### config.mk
export PLATFORM = sky130hd
export DESIGN_NAME = alu_result_fifo
export DESIGN_NICKNAME = d
export VERILOG_FILES = /design/src/rtl/alu_result_fifo.sv
export SDC_FILE = /design/constraint.sdc
export NUM_CORES = 1
export LEC_CHECK = 0
export BUFFER_PORTS_ARGS = -buffer_cell sky130_fd_sc_hd__buf_2
export CORE_MARGIN = 2
export CORE_UTILIZATION = 55
export CTS_CLUSTER_SIZE = 40
export DETAILED_ROUTE_END_ITERATION = 8
export PLACE_DENSITY = 0.78
export SYNTH_ARGS = -nofsm -noshare
export SYNTH_HDL_FRONTEND = slang
export SYNTH_SLANG_ARGS = --single-unit
### constraint.sdc
create_clock -name clk -period 5.1 [get_ports clk]
set_clock_uncertainty 0.1 [all_clocks]
set_input_delay 0.255 -clock clk [delete_from_list [all_inputs] [get_ports clk]]
set_output_delay 0.255 -clock clk [all_outputs]
set_load 0.01 [all_outputs]
### src/rtl/alu_result_fifo.sv
// Result/flag/op FIFO behind the 4-bit ALU, with sticky flag summary and saturating drop counter.
// Optional flag-consistency checker is enabled with `define ALU_FIFO_FLAG_CHECK_EN.
//
// state   | meaning
// EMPTY   | count == 0, head invalid
// PARTIAL | 0 < count < DEPTH
// FULL    | count == DEPTH, pushes refused and counted as drops
module alu_result_fifo #(
  parameter int DATA_W = 4,
  parameter int DEPTH  = 4,
  parameter int DROP_W = 8
) (
  input  logic                     clk,
  input  logic                     rst_n,
  input  logic                     in_valid,
  output logic                     in_ready,
  input  logic [DATA_W-1:0]        in_result,
  input  logic [3:0]               in_flags,
  input  logic [1:0]               in_op,
  output logic                     out_valid,
  input  logic                     out_ready,
  output logic [DATA_W-1:0]        out_result,
  output logic [3:0]               out_flags,
  output logic [1:0]               out_op,
  output logic [$clog2(DEPTH):0]   count,
  output logic                     full,
  output logic                     empty,
  output logic [3:0]               sticky_flags,
  input  logic                     clr_sticky,
  output logic [DROP_W-1:0]        drop_cnt,
  output logic                     flag_err
);

  localparam int AW = $clog2(DEPTH);
  localparam int CW = AW + 1;
  localparam int EW = DATA_W + 6;

  typedef enum logic [1:0] {S_EMPTY, S_PARTIAL, S_FULL} occ_e;

  logic [EW-1:0]     mem_q [DEPTH];
  logic [AW-1:0]     wr_ptr_q, wr_ptr_d, rd_ptr_q, rd_ptr_d;
  logic [CW-1:0]     count_q, count_d;
  logic [3:0]        sticky_q, sticky_d;
  logic [DROP_W-1:0] drop_q, drop_d;
  occ_e              state_q, state_d;
  logic              push, pop;
  logic [EW-1:0]     head;

  assign full      = (state_q == S_FULL);
  assign empty     = (state_q == S_EMPTY);
  assign in_ready  = !full;
  assign out_valid = !empty;
  assign push      = in_valid && in_ready;
  assign pop       = out_valid && out_ready;

  assign head       = empty ? '0 : mem_q[rd_ptr_q];
  assign out_result = head[EW-1:6];
  assign out_flags  = head[5:2];
  assign out_op     = head[1:0];

  assign count        = count_q;
  assign sticky_flags = sticky_q;
  assign drop_cnt     = drop_q;

  always_comb begin
    wr_ptr_d = wr_ptr_q;
    rd_ptr_d = rd_ptr_q;
    count_d  = count_q;
    state_d  = state_q;
    sticky_d = (clr_sticky ? 4'b0000 : sticky_q) | (push ? in_flags : 4'b0000);
    drop_d   = drop_q;

    if (push) wr_ptr_d = wr_ptr_q + AW'(1);
    if (pop)  rd_ptr_d = rd_ptr_q + AW'(1);
    count_d = count_q + CW'(push) - CW'(pop);

    if (in_valid && !in_ready && (drop_q != {DROP_W{1'b1}}))
      drop_d = drop_q + DROP_W'(1);

    case (state_q)
      S_EMPTY:   if (push) state_d = S_PARTIAL;
      S_PARTIAL: begin
        if (push && !pop && (count_q == CW'(DEPTH - 1)))
          state_d = S_FULL;
        else if (pop && !push && (count_q == CW'(1)))
          state_d = S_EMPTY;
      end
      S_FULL:    if (pop) state_d = S_PARTIAL;
      default:   state_d = S_EMPTY;
    endcase
  end

  always_ff @(posedge clk or negedge rst_n) begin
    if (!rst_n) begin
      wr_ptr_q <= '0;
      rd_ptr_q <= '0;
      count_q  <= '0;
      state_q  <= S_EMPTY;
      sticky_q <= '0;
      drop_q   <= '0;
    end else begin
      wr_ptr_q <= wr_ptr_d;
      rd_ptr_q <= rd_ptr_d;
      count_q  <= count_d;
      state_q  <= state_d;
      sticky_q <= sticky_d;
      drop_q   <= drop_d;
    end
  end

  // Storage is deliberately left out of reset; the head is masked while empty.
  always_ff @(posedge clk) begin
    if (push) mem_q[wr_ptr_q] <= {in_result, in_flags, in_op};
  end

`ifdef ALU_FIFO_FLAG_CHECK_EN
  logic flag_err_q, flag_err_d, flag_bad;

  // N must mirror the result MSB and Z must mirror result == 0.
  assign flag_bad   = (in_flags[1] != in_result[DATA_W-1]) ||
                      (in_flags[0] != (in_result == '0));
  assign flag_err_d = flag_err_q | (push && flag_bad);
  assign flag_err   = flag_err_q;

  always_ff @(posedge clk or negedge rst_n) begin
    if (!rst_n) flag_err_q <= 1'b0;
    else        flag_err_q <= flag_err_d;
  end
`else
  assign flag_err = 1'b0;
`endif

endmodule

==> results of run 1 <==
worst max-delay path, stage by stage (launching register included):
cell and delay [ns]:
dfrtp_1 0.83, mux4_2 0.58, and2_1 0.18, buf_2 0.14
metrics by stage:
| step | hold WS [ns] | util |
|---|---|---|
| final | 0.0398 | 0.653 |
| after global routing | 0.0256 | 0.653 |
| after CTS | 0.0261 | 0.653 |
| after detailed placement | 0.136 | 0.612 |
| after global placement | 0.125 | 0.612 |
| after floorplan | -0.141 | - |
cells by family after synthesis:
logic type      after synthesis  synth area share
xor+xnor                      8            0.0268
buf+inv                      14            0.0287
compound gates               13            0.0354
fa+ha+maj                     7            0.0363
simple gates                 43             0.104
other cells                   1           0.00143
mux                          15             0.108
flops                        61             0.660
registers in the layout, indices dropped and copies added, names as in the netlist:
signal / count
rd_ptr_q: 2
count: 3
wr_ptr_q: 2
drop_cnt: 8
mem_q: 40
state_q: 2
sticky_flags: 4
cell type report:
class | count | area share
inverter | 7 | 0.00863
clock buffer | 12 | 0.0444
timing repair buffer | 44 | 0.0740
sequential | 61 | 0.567
tap | 54 | 0.0222
clock inverter | 4 | 0.0160
multi-input combinational | 87 | 0.268
power groups by stage:
| stage | sequential [W] | combinational (W) | clock, W |
|---|---|---|---|
| 5_1_grt | 0.000751 | 0.000528 | 0.000430 |
| 3_3_place_gp | 0.000735 | 0.000465 | 0 |
| 2_1_floorplan | 0.000702 | 0.000360 | 0 |
| 4_1_cts | 0.000737 | 0.000488 | 0.000409 |
| 3_5_place_dp | 0.000747 | 0.000480 | 0 |
| 6_report | 0.000733 | 0.000477 | 0.000402 |
worst paths after layout:
check | start | to | slack (ns) | cells after the start
setup / recovery | rd_ptr_q[0] | out_flags[2] | 2.70 | 3
hold / removal | in_result[1] | mem_q[0][7] | 0.04 | 1
setup reg to reg | state_q[0] | count[2] | 2.72 | 8
hold reg to reg | sticky_flags[0] | sticky_flags[0] | 0.43 | 1
max in group asynchronous | rst_n | rd_ptr_q[1] | 4.27 | 2
min in group asynchronous | rst_n | count[0] | 0.31 | 2
metal layers:
layer | share of wire | wire length [um] | track usage
met3 | 0.050 | 232 | 0.0580
met4 | 0.021 | 96 | 0.105
met2 | 0.51 | 2350 | 0.329
met5 | 0 | 0 | 0
met1 | 0.42 | 1960 | 0.241
cells in the final DEF, fill, tap and decap left out, types with 2 or more instances in the layout:
cell,n
nand3_1,3
clkbuf_1,3
edfxtp_1,40
nand2b_1,4
o21ai_0,2
and3_1,4
xnor2_1,7
a22o_1,4
clkbuf_8,9
clkinv_2,2
nand4_1,2
mux4_2,10
dfrtp_1,21
inv_1,7
nand2_1,6
a211oi_1,2
mux2_1,5
nor3_1,4
and2_1,11
buf_2,43
ha_1,6
a21oi_1,4
what timing repair did:
action	CTS	global route
hold endpoints to repair	21	0
hold buffers	1	0
gates resized for setup	0	0
==> summary.txt, run 1 <==
Drt
  • Final ANT Viol Nets: 0
  • Drt drc: 0
  • Final WL: about 4.6 mm
  • Wirelength per Cell: between 15 and 20 um
  • Detailed Routing Iterations Pass 1: 4
  • Post-DR vias/cell: between 5 and 6
  • DR iter-0 viols: 70
  • Vias: 1526

GRT
  • Largest net degree at the start of global routing: 22
  • Initial antenna violation count: 0
  • Total gr overflow: 0
  • Vias in the first global route: about 1500
  • First-pass GRT wire length: about 7.5 mm
  • Gr usage total: 0.201

Synthesis
  • Syn. warnings: 0
  • Synth top area cells: edfxtp_1, dfrtp_1, mux4_2, ha_1, and2_1
  • Count of cell types in the netlist: 35
  • Post-synthesis sequential area ratio: 0.660
  • Post-synth EDFFs: 40
  • Mapped Cells: 162
  • Fraction of registers with async set/reset: 0.344
  • Syn Std Cell Area: between 2000 and 3000 sq um
  • Yosys reg bits: between 60 and 70
  • Yosys top cell by area: edfxtp_1
  • Post-Syn Nets: between 150 and 200
  • Syn_area_per_cell: 16.1 sq um
  • Share of the synthesized area in the top cell type: 0.459
  • Primary FF master, synth: edfxtp_1
  • Most numerous cell in the Yosys netlist: edfxtp_1
  • Top post-synthesis cells by count: edfxtp_1, dfrtp_1, and2_1

Place
  • Worst slack at placement: around 2.7 ns
  • Port Buffers: between 40 and 50
  • DP Wirelength: approximately 3.1 mm
  • Placed cells: 252
  • Cell Area, Placed: ~2900 sq um
  • GPL Wtd Cong: between 0.8 and 0.9

Pwr
  • Switching Fraction: 0.307
  • Sequential share of power: 0.455
  • LEAKAGE: 1.27 nW
  • Pwr per Cell Area: ~530 nW/um^2
  • Clock power frac: 0.249
  • Power Total: around 0.0016 W
  • Switching pwr: 0.000495 W
  • Pint: around 0.0011 W
  • Peak supply drop: around 230 uV
  • Combinational share of power: 0.296

Worst setup path
  • CP max FO: 12
  • CP arrival: a little over 2 ns
  • Crit end category: primary output
  • Setup crit start kind: flip-flop
  • Required time worst endpoint: 4.74 ns
  • Kind of critical path: flip-flop to primary output

STA
  • Final setup TNS: 0 ns
  • Final min period: ~2.4 ns
  • RSZ-0062 raised after global routing: false
  • Final worst-path cycle share: 0.471
  • Max Clk Rate: roughly 420 MHz
  • Measured slew at the worst slew-check pin: ~0.75 ns
  • Worst setup margin: around 2.7 ns
  • Finish-stage setup viols: 0
  • Slew headroom: 0.500
  • Max Slew Vio Count: 0
  • Final hold vios: 0

Floorplan
  • Chip height: ~73 um
  • Boundary Pins: 45
  • Row Count: 25
  • Die X: approximately 73 um
  • Die area: ~5300 sq um
  • Initial Util: 0.561
  • Core Box Area: about 4700 sq um

Final layout
  • Multi-input gate area: between 800 and 900 sq um
  • Diodes inserted: 0
  • Fill cells: about 320
  • Final non-filler cell total: roughly 270
  • Reg area: approximately 1700 sq um
  • Area delta synth->final: 16.4%
  • Layout cells sized above 1: 0.321
  • Post-route cell area: ~3000 sq um
  • Final net count: roughly 230

Hold path
  • HP Class: input port to flip-flop

Clock network
  • Clock Tree Buf Depth: 2
  • Post-CTS Setup Bufs: 0
  • TritonCTS clock tree: yes
  • Later-pin clock latency in the skew report: approximately 0.33 ns
  • Total CTS buffers: 9
  • Clock sinks: 61
  • Htree depth: 3
  • Clock Tree Root: clkbuf_8
  • Clock Pin Slew Worst Setup and Hold Paths: 0.07 ns

Job
  • Maxcap violations: 0

Outcome
  • Outcome: finished, final reports clean
(Power assumes the default switching activity.)
==> run 2, diff against run 1 <==
- ABC_AREA: unset -> 1
- CORE_UTILIZATION: 55 -> 50
- PLACE_DENSITY: 0.78 -> 0.75
- clock period: 5.1 -> 2.2 ns (I/O delays scaled with it)
==> summary.txt, run 2 <==
Clock network
  • Clock Tree Buf Depth: 2 (unchanged)
  • Clock Pin Slew Worst Setup and Hold Paths: 0.06 ns (about the same)
  • Clock sinks: 61 (unchanged)
  • CTS Hold Bufs: 14 (+13)
  • Post-CTS Setup Bufs: 0 (unchanged)
  • TritonCTS clock tree: yes
  • Post-CTS Resized: 0 (unchanged)
  • Total CTS buffers: 9 (unchanged)
  • Clock Tree Root: clkbuf_8
  • Later-pin clock latency in the skew report: 0.33 ns (about the same)
  • Htree depth: 3 (unchanged)

Worst setup path
  • CP cell instances: inv_1, o21ai_0, a21oi_1, buf_2
  • Crit end category: primary output
  • Kind of critical path: flip-flop to primary output
  • CP Depth: 4 (+1)
  • CP bufs+invs: 2 (+1)
  • Reg2reg start: state_q[0]
  • Critical Path Start: rd_ptr_q[0]
  • CP max FO: 21 (+9)
  • Crit-path leading delay family: buffers and inverters
  • Worst path slowest cell: inv_1
  • Required time worst endpoint: 1.99 ns (-2.75 ns)
  • Max incr delay on CP: 0.41 ns (-0.42 ns)
  • R2R Setup Slk: 0.38 ns (-2.34 ns)
  • CP arrival: 1.66 ns (-0.39 ns)
  • Worst r2r dst: count[2]
  • R2R cell count: 8 (unchanged)
  • Setup crit start kind: flip-flop

Place
  • DP Wirelength: 3.18 mm (+1.3%)
  • GPL Wtd Cong: 0.742 (-7.4%)
  • Port Buffers: 43 (unchanged)

Synthesis
  • Syn Std Cell Area: 2680 sq um (+2.5%)
  • Post-synth EDFFs: 40 (unchanged)
  • Top post-synthesis cells by count: nor2_1, edfxtp_1, nand2_1
  • Primary FF master, synth: edfxtp_1
  • Count of cell types in the netlist: 25 (-29%)
  • Mapped Cells: 256 (+58%)
  • Syn. warnings: 0 (unchanged)
  • Synth top area cells: edfxtp_1, dfrtp_1, nor2_1, o21ai_0, nand2_1
  • Syn_area_per_cell: 10.5 sq um (-35%)
  • Post-synthesis sequential area ratio: 0.644 (-0.0160)
  • Share of the synthesized area in the top cell type: 0.448 (-0.0111)
  • Most numerous cell in the Yosys netlist: nor2_1
  • Post-Syn Nets: 278 (+51%)
  • Yosys top cell by area: edfxtp_1
  • Fraction of registers with async set/reset: 0.344 (unchanged)
  • Yosys reg bits: 61 (unchanged)

Floorplan
  • Chip height: 77.2 um (+5.8%)
  • Row Count: 26 (+4.0%)
  • Boundary Pins: 45 (unchanged)
  • Initial Util: 0.522 (-0.0397)
  • Die area: 5960 sq um (+12%)
  • Die X: 77.2 um (+5.8%)
  • Core Box Area: 5140 sq um (+10%)

STA
  • Final hold vios: 0 (unchanged)
  • Final min period: roughly 1.9 ns
  • Max Slew Vio Count: 0 (unchanged)
  • Final worst-path cycle share: 0.848
  • Slew headroom: 0.634 (+0.134)
  • Finish-stage setup viols: 0 (unchanged)
  • RSZ-0062 raised after global routing: false
  • Measured slew at the worst slew-check pin: 0.548 ns (-0.201 ns)
  • Max Clk Rate: around 540 MHz
  • Final setup TNS: 0 ns (unchanged)
  • Fin Hold WS: 0.0349 ns (-0.00485 ns)

GRT
  • Vias in the first global route: 1803 (+20%)
  • Largest net degree at the start of global routing: 22 (unchanged)
  • Total gr overflow: 0 (unchanged)
  • Initial antenna violation count: 0 (unchanged)
  • Gr usage total: 0.188 (-0.0126)
  • First-pass GRT wire length: 8.27 mm (+10%)

Drt
  • Post-DR vias/cell: 4.74 (-16%)
  • Detailed Routing Iterations Pass 1: 4 (unchanged)
  • Final WL: 5.03 mm (+8.4%)
  • Wirelength per Cell: 12.6 um (-27%)
  • Final ANT Viol Nets: 0 (unchanged)
  • Vias: 1888 (+24%)
  • DR iter-0 viols: 147 (+110%)
  • Drt drc: 0 (unchanged)

Final layout
  • Area delta synth->final: 24.8%
  • Max FFs per register: 40 (unchanged)
  • Final net count: 345 (+49%)
  • Largest register by flop count: mem_q
  • Diodes inserted: 0 (unchanged)
  • Layout cells sized above 1: 0.216 (-0.104)
  • Most common cell after layout, fill and taps aside: nor2_1
  • Most frequent cells in the layout: nor2_1, buf_2, edfxtp_1, nand2_1, o21ai_0
  • Core Util, Final: 0.651 (-0.00199)
  • Fill cells: 441 (+36%)

Job
  • Maxcap violations: 0 (unchanged)

Pwr
  • LEAKAGE: 1.47 nW (+15%)
  • Peak supply drop: 729 uV (+220%)
  • Pwr per Cell Area: 1200 nW/um^2 (+130%)

Hold path
  • Worst Hold Endpoint: wr_ptr_q[0]
  • Hold Startpoint: in_valid
  • HP Class: input port to flip-flop
  • Hold Path Stages: 3 (+2)

Outcome
  • Outcome: finished, final reports clean
==> run 2: how the worst max path moves through the flow <==
stage,endpoint,slack (ns)
2_1_floorplan,count[2],0.51
3_3_place_gp,count[2],0.51
3_5_place_dp,count[1],0.44
4_1_cts,out_flags[1],0.29
5_1_grt,out_flags[2],0.09
6_report,out_flags[1],0.33
==> run 2: kinds of logic after synthesis <==
family	Yosys count	share of synthesized area
simple gates	100	0.155
compound gates	40	0.0747
flops	61	0.644
other cells	1	0.00140
buf+inv	36	0.0537
xor+xnor	11	0.0359
fa+ha+maj	7	0.0355
==> run 2: final cells by class <==
type | instances | area [sq um] | area share
flip-flops and latches | 61 | 1730 | 0.516
multi-input cells | 159 | 811 | 0.242
repair buffers | 64 | 408 | 0.122
clock buffers | 11 | 131 | 0.0393
inverters | 28 | 108 | 0.0321
well taps | 70 | 87.6 | 0.0262
clock inverters | 5 | 75.1 | 0.0224
==> run 2: per-layer routing <==
metal	up-vias	part of all wire	GRT usage
li1	967	-	-
met2	40	0.52	0.306
met1	877	0.43	0.219
met5	-	0	0
met3	4	0.046	0.0682
met4	0	0.012	0.0929
==> run 2: through the flow <==
| stage | setup slack, ns | std cells | total power [W] | area, sq um |
|---|---|---|---|---|
| after global placement | 0.506 | 368 | 0.00297 | 3000 |
| after floorplan | 0.507 | 256 | 0.00251 | 2680 |
| final | 0.334 | 398 | 0.00402 | 3350 |
| after detailed placement | 0.439 | 368 | 0.00301 | 3000 |
| after CTS | 0.290 | 398 | 0.00406 | 3350 |
| after global routing | 0.0887 | 398 | 0.00433 | 3350 |
==> run 2: report_power, final <==
part           total [W]  internal [W]  switching (W)
logic            0.00139      0.000533       0.000855
registers        0.00161       0.00149       0.000119
clock network    0.00102      0.000630       0.000393
total            0.00402       0.00265        0.00137
==> run 2: worst min-delay path, stage by stage <==
cell and delay (ns):
buf_2 0.13, nand2_4 0.11, xor2_1 0.07
